$ cat src/rtl/des_key_schedule.sv
`default_nettype none
// ============================================================================
// Module   : des_key_schedule
// Purpose  : Sequential DES/3DES round-key generator. Holds NUM_KEYS key
//            slots (stored already PC-1 permuted, so parity bits are dropped
//            at load time). It emits the 16 48-bit subkeys in encrypt order
//            (K1..K16) or decrypt order (K16..K1) over a valid/ready
//            handshake, rotating C/D on the fly.
//            Bit convention: vector bit i is FIPS bit i+1.
// Revision : 1.0 - initial release
// ============================================================================
module des_key_schedule #(
  parameter int NUM_KEYS = 3,
  parameter int SEL_W    = (NUM_KEYS > 1) ? $clog2(NUM_KEYS) : 1
) (
  input  logic             clk,
  input  logic             n_rst,
  input  logic             key_load,
  input  logic [SEL_W-1:0] key_sel,
  input  logic [63:0]      key_in,
  input  logic             start,
  input  logic             decrypt,
  output logic [47:0]      subkey,
  output logic             subkey_valid,
  input  logic             subkey_ready,
  output logic [3:0]       round_num,
  output logic             busy,
  output logic             done
);

  typedef enum logic [0:0] {
    S_IDLE    = 1'b0,
    S_PRESENT = 1'b1
  } state_t;

  // PC-1 and PC-2 selection tables, FIPS 1-based source positions
  localparam int c_pc1_tab [56] = '{
    57, 49, 41, 33, 25, 17,  9,  1, 58, 50, 42, 34, 26, 18,
    10,  2, 59, 51, 43, 35, 27, 19, 11,  3, 60, 52, 44, 36,
    63, 55, 47, 39, 31, 23, 15,  7, 62, 54, 46, 38, 30, 22,
    14,  6, 61, 53, 45, 37, 29, 21, 13,  5, 28, 20, 12,  4
  };
  localparam int c_pc2_tab [48] = '{
    14, 17, 11, 24,  1,  5,  3, 28, 15,  6, 21, 10,
    23, 19, 12,  4, 26,  8, 16,  7, 27, 20, 13,  2,
    41, 52, 31, 37, 47, 55, 30, 40, 51, 45, 33, 48,
    44, 49, 39, 56, 34, 53, 46, 42, 50, 36, 29, 32
  };

  function automatic logic [55:0] f_pc1(input logic [63:0] k);
    logic [55:0] cd;
    logic [5:0]  idx;
    cd = '0;
    for (int i = 0; i < 56; i++) begin
      idx   = 6'(c_pc1_tab[i] - 1);
      cd[i] = k[idx];
    end
    return cd;
  endfunction

  function automatic logic [47:0] f_pc2(input logic [55:0] cd);
    logic [47:0] ks;
    logic [5:0]  idx;
    ks = '0;
    for (int i = 0; i < 48; i++) begin
      idx   = 6'(c_pc2_tab[i] - 1);
      ks[i] = cd[idx];
    end
    return ks;
  endfunction

  // C is cd[27:0], D is cd[55:28]; a FIPS left rotate moves bits toward
  // lower vector index inside each half.
  function automatic logic [55:0] f_rot(input logic [55:0] cd,
                                        input logic        left,
                                        input logic        two);
    logic [27:0] c;
    logic [27:0] d;
    c = cd[27:0];
    d = cd[55:28];
    if (left) begin
      if (two) begin
        c = {c[1:0], c[27:2]};
        d = {d[1:0], d[27:2]};
      end else begin
        c = {c[0], c[27:1]};
        d = {d[0], d[27:1]};
      end
    end else begin
      if (two) begin
        c = {c[25:0], c[27:26]};
        d = {d[25:0], d[27:26]};
      end else begin
        c = {c[26:0], c[27]};
        d = {d[26:0], d[27]};
      end
    end
    return {d, c};
  endfunction

  // Rounds 1, 2, 9 and 16 (round_num 0, 1, 8, 15) shift by one, all others by two
  function automatic logic f_shift2(input logic [3:0] r);
    return !((r == 4'd0) || (r == 4'd1) || (r == 4'd8) || (r == 4'd15));
  endfunction

  state_t      r_state;
  state_t      w_next;
  logic [55:0] r_slot [NUM_KEYS];
  logic [55:0] r_cd;
  logic [3:0]  r_round;
  logic        r_mode;
  logic        r_done;

  logic        w_sel_ok;
  logic [55:0] w_slot_cd;
  logic        w_last;
  logic        w_launch;
  logic        w_advance;
  logic        w_finish;
  logic [3:0]  w_round_inc;
  logic        w_unused_parity;

  // Parity bits are never used; slots keep only the PC-1 image
  assign w_unused_parity = ^{key_in[7], key_in[15], key_in[23], key_in[31],
                             key_in[39], key_in[47], key_in[55], key_in[63]};

  assign w_sel_ok    = ({1'b0, key_sel} < (SEL_W + 1)'(NUM_KEYS));
  assign w_last      = r_mode ? (r_round == 4'd0) : (r_round == 4'd15);
  assign w_round_inc = r_round + 4'd1;

  // Select the addressed slot; out-of-range selects read as zero
  always_comb begin
    w_slot_cd = '0;
    for (int i = 0; i < NUM_KEYS; i++) begin
      if (key_sel == SEL_W'(i)) begin
        w_slot_cd = r_slot[i];
      end
    end
  end

  // Key bank: load permuted key into the addressed slot, cleared by reset
  always_ff @(posedge clk or negedge n_rst) begin
    if (!n_rst) begin
      for (int i = 0; i < NUM_KEYS; i++) begin
        r_slot[i] <= '0;
      end
    end else if (key_load) begin
      for (int i = 0; i < NUM_KEYS; i++) begin
        if (key_sel == SEL_W'(i)) begin
          r_slot[i] <= f_pc1(key_in);
        end
      end
    end
  end

  // State register
  always_ff @(posedge clk or negedge n_rst) begin
    if (!n_rst) begin
      r_state <= S_IDLE;
    end else begin
      r_state <= w_next;
    end
  end

  // Next-state and datapath control decode
  always_comb begin
    w_next    = r_state;
    w_launch  = 1'b0;
    w_advance = 1'b0;
    w_finish  = 1'b0;
    case (r_state)
      S_IDLE: begin
        if (start && w_sel_ok) begin
          w_next   = S_PRESENT;
          w_launch = 1'b1;
        end
      end
      S_PRESENT: begin
        if (subkey_ready) begin
          if (w_last) begin
            w_next   = S_IDLE;
            w_finish = 1'b1;
          end else begin
            w_advance = 1'b1;
          end
        end
      end
      default: w_next = S_IDLE;
    endcase
  end

  // C/D rotation, round counter, mode latch and done pulse
  always_ff @(posedge clk or negedge n_rst) begin
    if (!n_rst) begin
      r_cd    <= '0;
      r_round <= 4'd0;
      r_mode  <= 1'b0;
      r_done  <= 1'b0;
    end else begin
      r_done <= w_finish;
      if (w_launch) begin
        r_mode  <= decrypt;
        r_round <= decrypt ? 4'd15 : 4'd0;
        // C0D0 equals C16D16, so decrypt starts from the unrotated image
        r_cd    <= decrypt ? w_slot_cd : f_rot(w_slot_cd, 1'b1, 1'b0);
      end else if (w_advance) begin
        if (!r_mode) begin
          r_round <= w_round_inc;
          r_cd    <= f_rot(r_cd, 1'b1, f_shift2(w_round_inc));
        end else begin
          r_round <= r_round - 4'd1;
          r_cd    <= f_rot(r_cd, 1'b0, f_shift2(r_round));
        end
      end
    end
  end

  assign subkey       = f_pc2(r_cd);
  assign subkey_valid = (r_state == S_PRESENT);
  assign busy         = (r_state == S_PRESENT);
  assign round_num    = r_round;
  assign done         = r_done;

endmodule
`default_nettype wire

$ cat config.mk
export PLATFORM = sky130hd
export DESIGN_NAME = des_key_schedule
export DESIGN_NICKNAME = d
export VERILOG_FILES = /design/src/rtl/des_key_schedule.sv
export SDC_FILE = /design/constraint.sdc
export NUM_CORES = 1
export LEC_CHECK = 0
export CORE_AREA = 4 4 166 168
export DETAILED_ROUTE_END_ITERATION = 6
export DIE_AREA = 0 0 170 172
export HOLD_SLACK_MARGIN = 0.06
export PLACE_DENSITY = 0.72
export SYNTH_ARGS = -nofsm -noshare
export SYNTH_HDL_FRONTEND = slang
export SYNTH_SLANG_ARGS = --single-unit
$ cat constraint.sdc
create_clock -name clk -period 3.35 [get_ports clk]
set_input_delay 0.335 -clock clk [delete_from_list [all_inputs] [get_ports clk]]
set_output_delay 0.335 -clock clk [all_outputs]
set_load 0.01 [all_outputs]
==> key figures <==
Status
  – Status: completed

Logic synthesis
  – Synth unique cells: 37
  – Area leader, netlist: dfrtp_1
  – Synth top cells by count: dfrtp_1 (231), mux2_2 (168), nor2_1 (120), nand2_1 (115), mux2i_1 (114)
  – Area contributors post-synth: dfrtp_1 (45%), mux2_2 (15%), mux2i_1 (8.8%), a211oi_1 (6.3%), a221o_1 (4.3%)
  – Mapped Cells: 1227
  – Count leader, synth: dfrtp_1
  – Syn Std Cell Area: 12900 sq um
  – #FFs+latches synth: 231
  – Top_reg_cell synth: dfrtp_1
  – Top-area cell type share of the netlist area: 0.447
  – Post-Syn Area per Cell: 10.5 sq um
  – Asr flop ratio synth: 1.00
  – Sequential area share after synthesis: 0.447
  – Yosys warning total: 0
  – Mapped Nets: 1304
  – Post-synth EDFFs: 0

Final layout
  – Ratio of cells with drive above 1 in the final layout: 0.191
  – Post-layout util: 0.568
  – Area delta synth->final: 13.8%
  – Nets: 1314
  – Fin cells: 1591

Pwr
  – Lkg Pwr: 6.26 nW
  – PwrDens: 831 nW/um^2
  – Maximum VDD drop: 1.04 mV
  – PnR Total Power: 12.2 mW

GRT
  – Number of antenna violations at the first check in global routing: 2
  – Remaining Overflow, GRT: 0
  – Number of global-route vias before repair: 9106
  – Largest net degree at the start of global routing: 115
  – All-Layer GR Usage: 0.202
  – First-pass GRT wire length: 48500 um

Clock network
  – Skew-Pair Late Insertion Delay: 0.51 ns
  – # resized after CTS: 0
  – CTS tree: built
  – Cts bufs inserted: 24
  – Clock transition at path regs: 0.06 ns
  – # H-tree levels: 1
  – CTS max path bufs: 3
  – Setup bufs post-CTS: 0
  – Total clock sinks: 231
  – Root Buffer: clkbuf_16

Timing
  – Clk_skew: 0.00795 ns
  – Setup TNS: 0 ns
  – Fmax: 345 MHz
  – Final Setup Violations: 0
  – Fin crit period: 2.90 ns
  – Hold slack: 0.352 ns
  – Max-slew violations: 0
  – Slew @ Worst Pin: 1.12 ns
  – Tcrit/Tclk final: 0.866
  – Max_slew headroom: 0.253
  – Final Hold Fails: 0
  – RSZ-0062 raised after global routing: false

Place
  – Final GP Congestion: 0.836
  – Port bufs: 118
  – Detailed-placement wirelength estimate: 19800 um
  – Placed instance count: 1545

Detailed routing
  – DRC Markers: 0
  – Via density: 6.03
  – Vias: 9596
  – 1st-iter DRT viols: 677
  – Final antenna-violating net count: 0
  – Drt total wl: 30800 um
  – Initial DRT Pass Iterations: 4
  – WL/cell: 19.3 um

Floorplanning
  – FP Rows: 59
  – Die Width: 170 um
  – Core Area: 25900 sq um
  – DIE AREA: 29200 sq um
  – Initial Utilization: 0.499
  – I/O pin count: 127
  – Die Height: 172 um

Critical path
  – Setup Crit Path Kind: reg -> reg
  – Crit path launch type: flip-flop
  – Reg2reg end: r_cd[26]$_DFFE_PN0P_
  – Reg2Reg Setup Slack: 0.45 ns
  – Setup crit start: round_num[0]$_DFFE_PN0P_
  – Worst endpoint required time: 3.75 ns
  – Worst R2R Path Depth: 8
  – Crit end category: flip-flop
  – CP Data Arrival Time: 3.30 ns
  – Critical R2R Launch: round_num[0]$_DFFE_PN0P_
  – Worst-path fanout max: 27
  – Worst setup endpoint: r_cd[26]$_DFFE_PN0P_

Worst hold path
  – Hold Path Class: in -> reg

Flow run
  – Max Cap Viol: 0
-- repair_timing --
| item | 4_1_cts | 5_1_grt |
|---|---|---|
| endpoints found under the hold margin | 92 | 0 |
| hold buffers | 1 | 0 |
| endpoints found under the setup margin | 0 | 0 |
-- flip-flops by register name, indices dropped and copies added, names as in the netlist --
register / flops
busy: 1
done: 1
r_cd: 56
r_mode: 1
r_slot: 168
round_num: 4
-- metal layers --
layer	share of wire	wire length, um	track usage	up-vias
met5	0	0	0	-
met2	0.45	14000	0.311	245
met1	0.47	14500	0.305	4808
met4	0.010	318	0.0410	0
met3	0.063	1950	0.0325	23
li1	-	-	-	4520
-- final cells by class --
cell class              instances  area, sq um
repair buffers                139         1420
well taps                     335          419
flip-flops and latches        231         5780
inverters                       6         22.5
multi-input cells             835         6280
diodes                          2         5.00
clock inverters                 3         40.0
clock buffers                  40          742
fillers                      2157        11200
-- logic make-up after synthesis --
logic type / synth area share
flip-flops: 0.447
AO/OA/AOI/OAI: 0.165
adder cells (fa/ha/maj): 0.00484
AND/OR/NAND/NOR: 0.0763
multiplexers: 0.235
XOR/XNOR: 0.00271
buffers and inverters: 0.0696
-- power breakdown --
group / switching, mW / internal (mW)
registers: 0.777 / 3.57
logic: 2.69 / 2.54
clock network: 1.07 / 1.58
-- per-stage QoR --
step	setup WS (ns)	instance area, sq um
after detailed placement	0.469	13900
after global routing	0.278	14700
after CTS	0.442	14700
final	0.448	14700
after global placement	0.514	13900
after floorplan	1.02	12900
-- layout by cell type, fill, tap and decap left out, types with 5 or more instances in the layout --
master           count
mux2_2             168
a211oi_1           108
buf_4               15
buf_12               7
nand2_1            114
clkdlybuf4s50_1    114
a31oi_1             57
dfrtp_1            230
inv_1                6
clkbuf_1             9
clkbuf_8             6
nor2_1             120
mux2i_1            114
a221o_1             55
clkbuf_16           25
a21oi_1             60
ha_1                 5
-- critical path: stages, from the launching register on --
cell	delay, ns
dfrtp_1	0.50
inv_1	0.16
ha_1	0.24
a21oi_1	0.18
o21ai_2	0.10
nor2_4	0.76
buf_4	0.41
mux2i_1	0.12
a221o_1	0.31
-- worst min-delay path by stage --
| stage | to | slack (ns) | cells past startpoint | startpoint |
|---|---|---|---|---|
| finish | busy$_DFF_PN0_ | 0.35 | 4 | key_sel[1] |
| global route | busy$_DFF_PN0_ | 0.35 | 4 | key_sel[1] |
| CTS | busy$_DFF_PN0_ | 0.32 | 4 | key_sel[1] |
| detailed placement | r_slot[156]$_DFFE_PN0P_ | 0.42 | 1 | n_rst |
| global placement | r_slot[156]$_DFFE_PN0P_ | 0.42 | 1 | n_rst |
| floorplan | busy$_DFF_PN0_ | 0.04 | 0 | n_rst |
No activity file was read; power rests on OpenSTA's default activity.
